**src/rtl/conv_pkg.sv**
```systemverilog
// Shared types and constants for the 5x5 convolution layer sequencer.
// Latency: n/a (declarations only).
// Backpressure: n/a.
package conv_pkg;

    typedef enum logic [2:0] {
        IDLE   = 3'd0,
        LOAD_W = 3'd1,
        FEED   = 3'd2,
        DRAIN  = 3'd3,
        DONE   = 3'd4
    } state_t;

    // The kernel has exactly five row inputs, so the window size is fixed.
    localparam int KERNEL_K   = 5;
    localparam int NUM_W      = KERNEL_K * KERNEL_K;
    localparam int BIAS_ADDR  = KERNEL_K * KERNEL_K;

    // Geometry of the default 28x28 layer.
    localparam int DEF_IMG_W  = 28;
    localparam int DEF_IMG_H  = 28;
    localparam int OW         = DEF_IMG_W - KERNEL_K + 1;
    localparam int OH         = DEF_IMG_H - KERNEL_K + 1;
    localparam int TOTAL_COLS = OH * DEF_IMG_W;

endpackage

```
**src/rtl/conv_result_sink.sv**
```systemverilog
// Collects kernel results, drops row-straddling windows, writes the rest to result RAM in raster order.
// Latency: 1 cycle from k_out_valid to res_wr_en.
// Backpressure: none; every accepted kernel result is consumed the cycle it arrives.
//
// Ports: clr zeroes the per-pass counters; active enables collection (FEED/DRAIN);
// drained is high once TOTAL results have been received this pass.
// Build option CONV_RELU_EN: negative results are written as zero.
module conv_result_sink
    import conv_pkg::*;
#(
    parameter int DW     = 32,
    parameter int K      = KERNEL_K,
    parameter int IMG_W  = DEF_IMG_W,
    parameter int RES_AW = 10,
    parameter int TOTAL  = TOTAL_COLS
) (
    input  logic              clk,
    input  logic              rst_n,
    input  logic              clr,
    input  logic              active,
    input  logic [DW-1:0]     k_d_out,
    input  logic              k_out_valid,
    output logic              drained,
    output logic              res_wr_en,
    output logic [RES_AW-1:0] res_wr_addr,
    output logic [DW-1:0]     res_wr_data
);

    localparam int OCW = $clog2(IMG_W);
    localparam int RCW = $clog2(TOTAL + 1);

    logic [OCW-1:0]    oc;
    logic [RES_AW-1:0] wr_cnt;
    logic [RCW-1:0]    rcv_cnt;
    logic              take;
    logic              keep;
    logic [DW-1:0]     wdata;

    assign drained = (rcv_cnt == RCW'(TOTAL));
    // Results past the issued count are strays and must not move any counter.
    assign take    = active && k_out_valid && !drained;
    // The first K-1 windows of every input row still contain columns of the previous row.
    assign keep    = take && (oc >= OCW'(K - 1));

`ifdef CONV_RELU_EN
    assign wdata = k_d_out[DW-1] ? '0 : k_d_out;
`else
    assign wdata = k_d_out;
`endif

    always_ff @(posedge clk or negedge rst_n) begin
        if (!rst_n) begin
            oc          <= '0;
            wr_cnt      <= '0;
            rcv_cnt     <= '0;
            res_wr_en   <= 1'b0;
            res_wr_addr <= '0;
            res_wr_data <= '0;
        end else begin
            res_wr_en <= keep;
            if (keep) begin
                res_wr_addr <= wr_cnt;
                res_wr_data <= wdata;
            end
            if (clr) begin
                oc      <= '0;
                wr_cnt  <= '0;
                rcv_cnt <= '0;
            end else if (take) begin
                oc      <= (oc == OCW'(IMG_W - 1)) ? '0 : oc + OCW'(1);
                rcv_cnt <= rcv_cnt + RCW'(1);
                if (keep) begin
                    wr_cnt <= wr_cnt + RES_AW'(1);
                end
            end
        end
    end

endmodule

```
**src/rtl/conv_layer_ctrl.sv**
```systemverilog
// Sequencer for one 5x5 conv kernel: weight/bias load, column-wise 5-row feature-map streaming, result write-back.
// Latency: 26 read cycles + 2 for weights, then one kernel column every 5 cycles; done 2 cycles after the last kernel result.
// Backpressure: none; RAMs have fixed 1-cycle read latency and the kernel accepts a column at any spacing.
//
// Ports: start/busy/done pass control; fm_rd_* and wt_rd_* RAM read ports (data one cycle after enable);
// k_d_in1..5, k_in_valid, k_w_in, k_b_in drive the kernel; k_d_out/k_out_valid return results;
// res_wr_* write result RAM. Build option CONV_RELU_EN (in conv_result_sink) clamps negative results to 0.
module conv_layer_ctrl
    import conv_pkg::*;
#(
    parameter int DW     = 32,
    parameter int K      = KERNEL_K,
    parameter int IMG_W  = DEF_IMG_W,
    parameter int IMG_H  = DEF_IMG_H,
    parameter int FM_AW  = 10,
    parameter int WT_AW  = 5,
    parameter int RES_AW = 10
) (
    input  logic               clk,
    input  logic               rst_n,
    input  logic               start,
    output logic               busy,
    output logic               done,
    output logic               fm_rd_en,
    output logic [FM_AW-1:0]   fm_rd_addr,
    input  logic [DW-1:0]      fm_rd_data,
    output logic               wt_rd_en,
    output logic [WT_AW-1:0]   wt_rd_addr,
    input  logic [DW-1:0]      wt_rd_data,
    output logic [DW-1:0]      k_d_in1,
    output logic [DW-1:0]      k_d_in2,
    output logic [DW-1:0]      k_d_in3,
    output logic [DW-1:0]      k_d_in4,
    output logic [DW-1:0]      k_d_in5,
    output logic               k_in_valid,
    output logic [K*K*DW-1:0]  k_w_in,
    output logic [DW-1:0]      k_b_in,
    input  logic [DW-1:0]      k_d_out,
    input  logic               k_out_valid,
    output logic               res_wr_en,
    output logic [RES_AW-1:0]  res_wr_addr,
    output logic [DW-1:0]      res_wr_data
);

    localparam int ROWS_OUT   = IMG_H - K + 1;
    localparam int COLS_TOTAL = ROWS_OUT * IMG_W;

    localparam logic [WT_AW-1:0] WT_BIAS     = WT_AW'(BIAS_ADDR);
    localparam logic [WT_AW-1:0] WT_END      = WT_AW'(BIAS_ADDR + 1);
    localparam logic [FM_AW-1:0] ROW_STEP    = FM_AW'(IMG_W);
    localparam logic [FM_AW-1:0] LAST_COL    = FM_AW'(IMG_W - 1);
    localparam logic [FM_AW-1:0] LAST_RB     = FM_AW'((ROWS_OUT - 1) * IMG_W);

    state_t            state_q;
    state_t            state_d;
    logic              start_acc;
    logic              feed_last;
    logic              drained;
    logic              sink_active;

    logic [WT_AW-1:0]  wt_cnt;
    logic              wt_vld_q;
    logic [WT_AW-1:0]  wt_idx_q;

    // fm address = row_base (r*IMG_W) + off (i*IMG_W) + col; kept additive to avoid multipliers.
    logic [FM_AW-1:0]  row_base;
    logic [FM_AW-1:0]  off;
    logic [FM_AW-1:0]  col;
    logic [2:0]        row_i;
    logic              fm_vld_q;
    logic [2:0]        fm_idx_q;

    assign wt_rd_addr = wt_cnt;
    assign fm_rd_addr = row_base + off + col;
    assign feed_last  = (row_i == 3'd4) && (col == LAST_COL) && (row_base == LAST_RB);
    assign sink_active = (state_q == FEED) || (state_q == DRAIN);

    always_ff @(posedge clk or negedge rst_n) begin
        if (!rst_n) begin
            state_q <= IDLE;
        end else begin
            state_q <= state_d;
        end
    end

    always_comb begin
        state_d   = state_q;
        busy      = 1'b0;
        done      = 1'b0;
        wt_rd_en  = 1'b0;
        fm_rd_en  = 1'b0;
        start_acc = 1'b0;
        case (state_q)
            IDLE: begin
                if (start) begin
                    start_acc = 1'b1;
                    state_d   = LOAD_W;
                end
            end
            LOAD_W: begin
                busy     = 1'b1;
                wt_rd_en = (wt_cnt != WT_END);
                // wt_cnt == WT_END is the cycle the bias word is on the bus and captured.
                if (wt_cnt == WT_END) begin
                    state_d = FEED;
                end
            end
            FEED: begin
                busy     = 1'b1;
                fm_rd_en = 1'b1;
                if (feed_last) begin
                    state_d = DRAIN;
                end
            end
            DRAIN: begin
                busy = 1'b1;
                if (drained) begin
                    state_d = DONE;
                end
            end
            DONE: begin
                done    = 1'b1;
                state_d = IDLE;
            end
            default: begin
                state_d = IDLE;
            end
        endcase
    end

    // Weight/bias load: 26 back-to-back reads, each word captured the cycle after its read.
    always_ff @(posedge clk or negedge rst_n) begin
        if (!rst_n) begin
            wt_cnt   <= '0;
            wt_vld_q <= 1'b0;
            wt_idx_q <= '0;
            k_w_in   <= '0;
            k_b_in   <= '0;
        end else begin
            if (state_q == LOAD_W) begin
                wt_cnt <= (wt_cnt == WT_END) ? '0 : wt_cnt + WT_AW'(1);
            end
            wt_vld_q <= wt_rd_en;
            wt_idx_q <= wt_cnt;
            if (wt_vld_q) begin
                if (wt_idx_q == WT_BIAS) begin
                    k_b_in <= wt_rd_data;
                end else begin
                    for (int j = 0; j < NUM_W; j++) begin
                        if (wt_idx_q == WT_AW'(j)) begin
                            k_w_in[j*DW +: DW] <= wt_rd_data;
                        end
                    end
                end
            end
        end
    end

    // Feature-map walk: rows i=0..4 of column col, then next column, then next output row.
    // All counters wrap back to zero after the final read, ready for the next pass.
    always_ff @(posedge clk or negedge rst_n) begin
        if (!rst_n) begin
            row_base <= '0;
            off      <= '0;
            col      <= '0;
            row_i    <= '0;
        end else if (state_q == FEED) begin
            if (row_i == 3'd4) begin
                row_i <= '0;
                off   <= '0;
                if (col == LAST_COL) begin
                    col      <= '0;
                    row_base <= feed_last ? '0 : row_base + ROW_STEP;
                end else begin
                    col <= col + FM_AW'(1);
                end
            end else begin
                row_i <= row_i + 3'd1;
                off   <= off + ROW_STEP;
            end
        end
    end

    // Capture returning pixels; the column strobe follows the row-4 capture so all five
    // kernel inputs are stable while it is high.
    always_ff @(posedge clk or negedge rst_n) begin
        if (!rst_n) begin
            fm_vld_q   <= 1'b0;
            fm_idx_q   <= '0;
            k_in_valid <= 1'b0;
            k_d_in1    <= '0;
            k_d_in2    <= '0;
            k_d_in3    <= '0;
            k_d_in4    <= '0;
            k_d_in5    <= '0;
        end else begin
            fm_vld_q   <= fm_rd_en;
            fm_idx_q   <= row_i;
            k_in_valid <= fm_vld_q && (fm_idx_q == 3'd4);
            if (fm_vld_q) begin
                case (fm_idx_q)
                    3'd0:    k_d_in1 <= fm_rd_data;
                    3'd1:    k_d_in2 <= fm_rd_data;
                    3'd2:    k_d_in3 <= fm_rd_data;
                    3'd3:    k_d_in4 <= fm_rd_data;
                    default: k_d_in5 <= fm_rd_data;
                endcase
            end
        end
    end

    conv_result_sink #(
        .DW     (DW),
        .K      (K),
        .IMG_W  (IMG_W),
        .RES_AW (RES_AW),
        .TOTAL  (COLS_TOTAL)
    ) u_sink (
        .clk         (clk),
        .rst_n       (rst_n),
        .clr         (start_acc),
        .active      (sink_active),
        .k_d_out     (k_d_out),
        .k_out_valid (k_out_valid),
        .drained     (drained),
        .res_wr_en   (res_wr_en),
        .res_wr_addr (res_wr_addr),
        .res_wr_data (res_wr_data)
    );

endmodule

```
**config.mk**
```make
export PLATFORM = sky130hd
export DESIGN_NAME = conv_layer_ctrl
export DESIGN_NICKNAME = d
export VERILOG_FILES = /design/src/rtl/conv_pkg.sv /design/src/rtl/conv_result_sink.sv /design/src/rtl/conv_layer_ctrl.sv
export SDC_FILE = /design/constraint.sdc
export NUM_CORES = 1
export LEC_CHECK = 0
export ABC_AREA = 0
export CAP_MARGIN = 20
export CORE_AREA = 2 2 455 457
export DETAILED_ROUTE_END_ITERATION = 10
export DIE_AREA = 0 0 457 459
export PLACE_DENSITY = 0.49
export REMOVE_ABC_BUFFERS = 1
export SYNTH_ARGS = -nofsm -noshare
export SYNTH_HDL_FRONTEND = slang
export SYNTH_SLANG_ARGS = --single-unit
export TNS_END_PERCENT = 50
```
**constraint.sdc**
```tcl
create_clock -name clk -period 2.95 [get_ports clk]
set_input_delay 0.7375 -clock clk [delete_from_list [all_inputs] [get_ports clk]]
set_output_delay 0.7375 -clock clk [all_outputs]
set_load 0.03 [all_outputs]
```
==> flow_summary.json <==
{
  "final_max_slew_viol_count": 0,
  "criticalPathCategory": "reg -> out",
  "leakagePower_nw": 27.2,
  "async_flop_share": 1.00,
  "drt-total-wl_um": 174000,
  "hold_viol": 0,
  "slew_headroom": 0.350,
  "cts-htree-levels": 4,
  "path_max_fanout": 3,
  "core_um2": 206000,
  "area_growth_pct": 48.2,
  "die_w_um": 457,
  "io_pins": 1155,
  "grt_pass1_wl_um": 240000,
  "final_area_um2": 63200,
  "arrival_ps": 3060,
  "clk_path_buf_depth": 3,
  "tightest_slew_ps": 976,
  "grt_setup_unrepaired": "yes",
  "cts_made_buffers": 135,
  "required_ps": 2210,
  "cap_viol_max_count": 0,
  "min_period_over_period": 1.29,
  "routed_via_density": 4.12,
  "r2r_slack_ps": 540,
  "ys.warnings.count": 0,
  "register_area_um2": 27700,
  "drt_pass1_iterations": 7,
  "final_cell_mix": "clkdlybuf4s50_1 (1,135), dfrtp_1 (1,106), mux2_2 (970)",
  "layout_min_cycle_time_ps": 3790,
  "grt_use_total": 0.162,
  "overflow": 0,
  "hp-start": "row_i[1]",
  "dpl.hpwl_um": 122000,
  "yosys_most_used_dff": "dfrtp_1",
  "port_buffers": 1154,
  "drtIter0Drc": 1308,
  "grt_max_degree": 94,
  "syn-cell-area_um2": 42600,
  "setup_viol": 8,
  "cts_tree": "done",
  "hold_class": "reg -> reg",
  "num_rows": 167,
  "drive_gt1_frac": 0.339,
  "synth_top_cell_area_share": 0.650,
  "clk_latency_ps": 790,
  "multi_input_area_um2": 14300,
  "root_buffer": "clkbuf_16",
  "synth_edf_count": 0,
  "syn_inst": 2762,
  "finalClockSkew_ps": 23.0,
  "p_per_area_nw_per_um2": 1250,
  "grt_pass1_vias": 29200,
  "netlist_top_cells_area": "dfrtp_1 (65%), mux2_2 (26%), nand2_1 (1.4%), buf_2 (0.95%), mux2_1 (0.82%)",
  "nets": 4157,
  "r2r-end": "k_w_in[235]",
  "place_area_um2": 58500,
  "outcome": "complete, but fails checks",
  "r2r-start": "wt_idx_q[1]",
  "yosysTopAreaCell": "dfrtp_1",
  "vdd.ir_drop.worst_v": 0.000641,
  "avgRoutedWirePerCell_um": 25.5,
  "antenna_found_initial": 11,
  "avgSynthCellArea_um2": 15.4,
  "start_util": 0.207,
  "chipHeight_um": 459,
  "drcViolationCount": 0,
  "layout_commonest_cell": "clkdlybuf4s50_1",
  "hold-path-endpoint": "fm_idx_q[1]",
  "critPathCaptureType": "output port",
  "vias": 28100,
  "gp_congestion": 0.780,
  "antenna_left": 0,
  "fill_cells": 20700,
  "startpoint_type": "flip-flop",
  "clk_pin_slew_worst_paths_ps": 60,
  "violations": "setup timing",
  "fin_ws_ps": -843,
  "worstHoldPathCells": 0,
  "rr_worst_depth": 5,
  "fin_setup_tns_ps": -4160,
  "ys_ff_latch": 1108,
  "cts_sinks": 1108,
  "p_total_mw": 79.1,
  "netlist-cell-type-count": 64,
  "ys_seq_area_frac": 0.650,
  "fp.dieArea_um2": 210000,
  "fmax_mhz": 264
}
## flip-flops by register name, summed over array words and instances, names as in the netlist, 5 cells and up
signal and count:
k_w_in 800, u_sink.oc 5, k_d_in4 32, k_d_in5 32, row_base 8, u_sink.wr_cnt 10
u_sink.rcv_cnt 10, k_d_in3 32, col 10, off 8, u_sink.res_wr_addr 10, k_b_in 32
k_d_in1 32, wt_rd_addr 5, u_sink.res_wr_data 32, wt_idx_q 5, k_d_in2 32
## stage by stage
stage	hold WS, ps	utilization	setup WS [ps]	cells
2_1_floorplan	378	-	-1200	2581
3_3_place_gp	425	0.285	-168	6589
3_5_place_dp	419	0.285	-168	6589
4_1_cts	396	0.307	-925	6823
5_1_grt	441	0.307	-964	6826
6_report	447	0.307	-843	6831
## worst max-delay path, stage by stage (launching register included)
cell and delay (ps):
dfrtp_1 400, fa_1 580, ha_4 210, o21a_1 180, o31a_1 140, nor3_2 200
o31ai_2 110, xnor2_1 260, buf_4 210
## synthesized netlist by cell type, drive strengths merged (2+ instances only)
master  number
nand2      156
nor4b        3
o21a         2
nor2b        9
or3b         2
xnor2       11
and2         3
clkbuf      82
dfrtp     1108
nand3b       2
o31ai        9
a21o         2
nor4         2
nand4b       4
fa           8
nor4bb       2
inv         19
a21oi        8
o21bai       2
or3          8
nand2b      11
a211oi       2
o21ai       35
conb         2
nor3        16
o31a         2
mux2      1001
xor2        22
nand3       25
and3         9
mux2i        3
nand4       14
nor2        43
buf        100
or2          2
ha          21
## final cells by class
class,instances,area share
Antenna cell,6,0.000238
Inverter,20,0.00127
Sequential cell,1108,0.439
Timing Repair Buffer,1310,0.209
Clock inverter,39,0.00895
Clock buffer,191,0.0623
Multi-Input combinational cell,1453,0.226
Tap cell,2704,0.0535
## per-layer routing
metal | vias up | global-route usage | part of all wire
met3 | 247 | 0.0467 | 0.064
met4 | 0 | 0.0644 | 0.039
met5 | - | 0 | 0
met2 | 858 | 0.273 | 0.49
met1 | 14900 | 0.194 | 0.41
li1 | 12200 | - | -
## cells by family after synthesis
group / after synthesis / share of synthesized area
compound gates: 68 / 0.00962
xor+xnor: 33 / 0.00678
fa+ha+maj: 29 / 0.00992
buf+inv: 202 / 0.0221
flops: 1108 / 0.650
mux: 1004 / 0.265
other cells: 2 / 0.000176
simple gates: 316 / 0.0363
## worst max path at each step
| stage | startpoint | endpoint | slack (ps) | depth (start not counted) |
|---|---|---|---|---|
| after floorplan | fm_idx_q[2] | k_d_in2[0] | -1200 | 2 |
| after global placement | row_base[4] | fm_rd_addr[9] | -170 | 8 |
| after detailed placement | row_base[4] | fm_rd_addr[9] | -170 | 8 |
| after CTS | row_base[4] | fm_rd_addr[9] | -920 | 8 |
| after global routing | row_base[4] | fm_rd_addr[9] | -960 | 8 |
| final | row_base[4] | fm_rd_addr[9] | -840 | 8 |
## power breakdown
part	switching [mW]	internal, mW	total, mW	leakage, nW
Clock	6.88	10.0	16.9	2.21
Combinational	21.6	15.6	37.2	11.3
Sequential	3.44	21.5	25.0	13.7
## repair_timing
item	CTS	global route
buffers inserted	3	2
cloned	0	0
endpoints found under the hold margin	13	0
resized for setup	31	12
pin swaps	9	5
endpoints found under the setup margin	12	10
hold buffers	1	0
(Power assumes the default switching activity.)
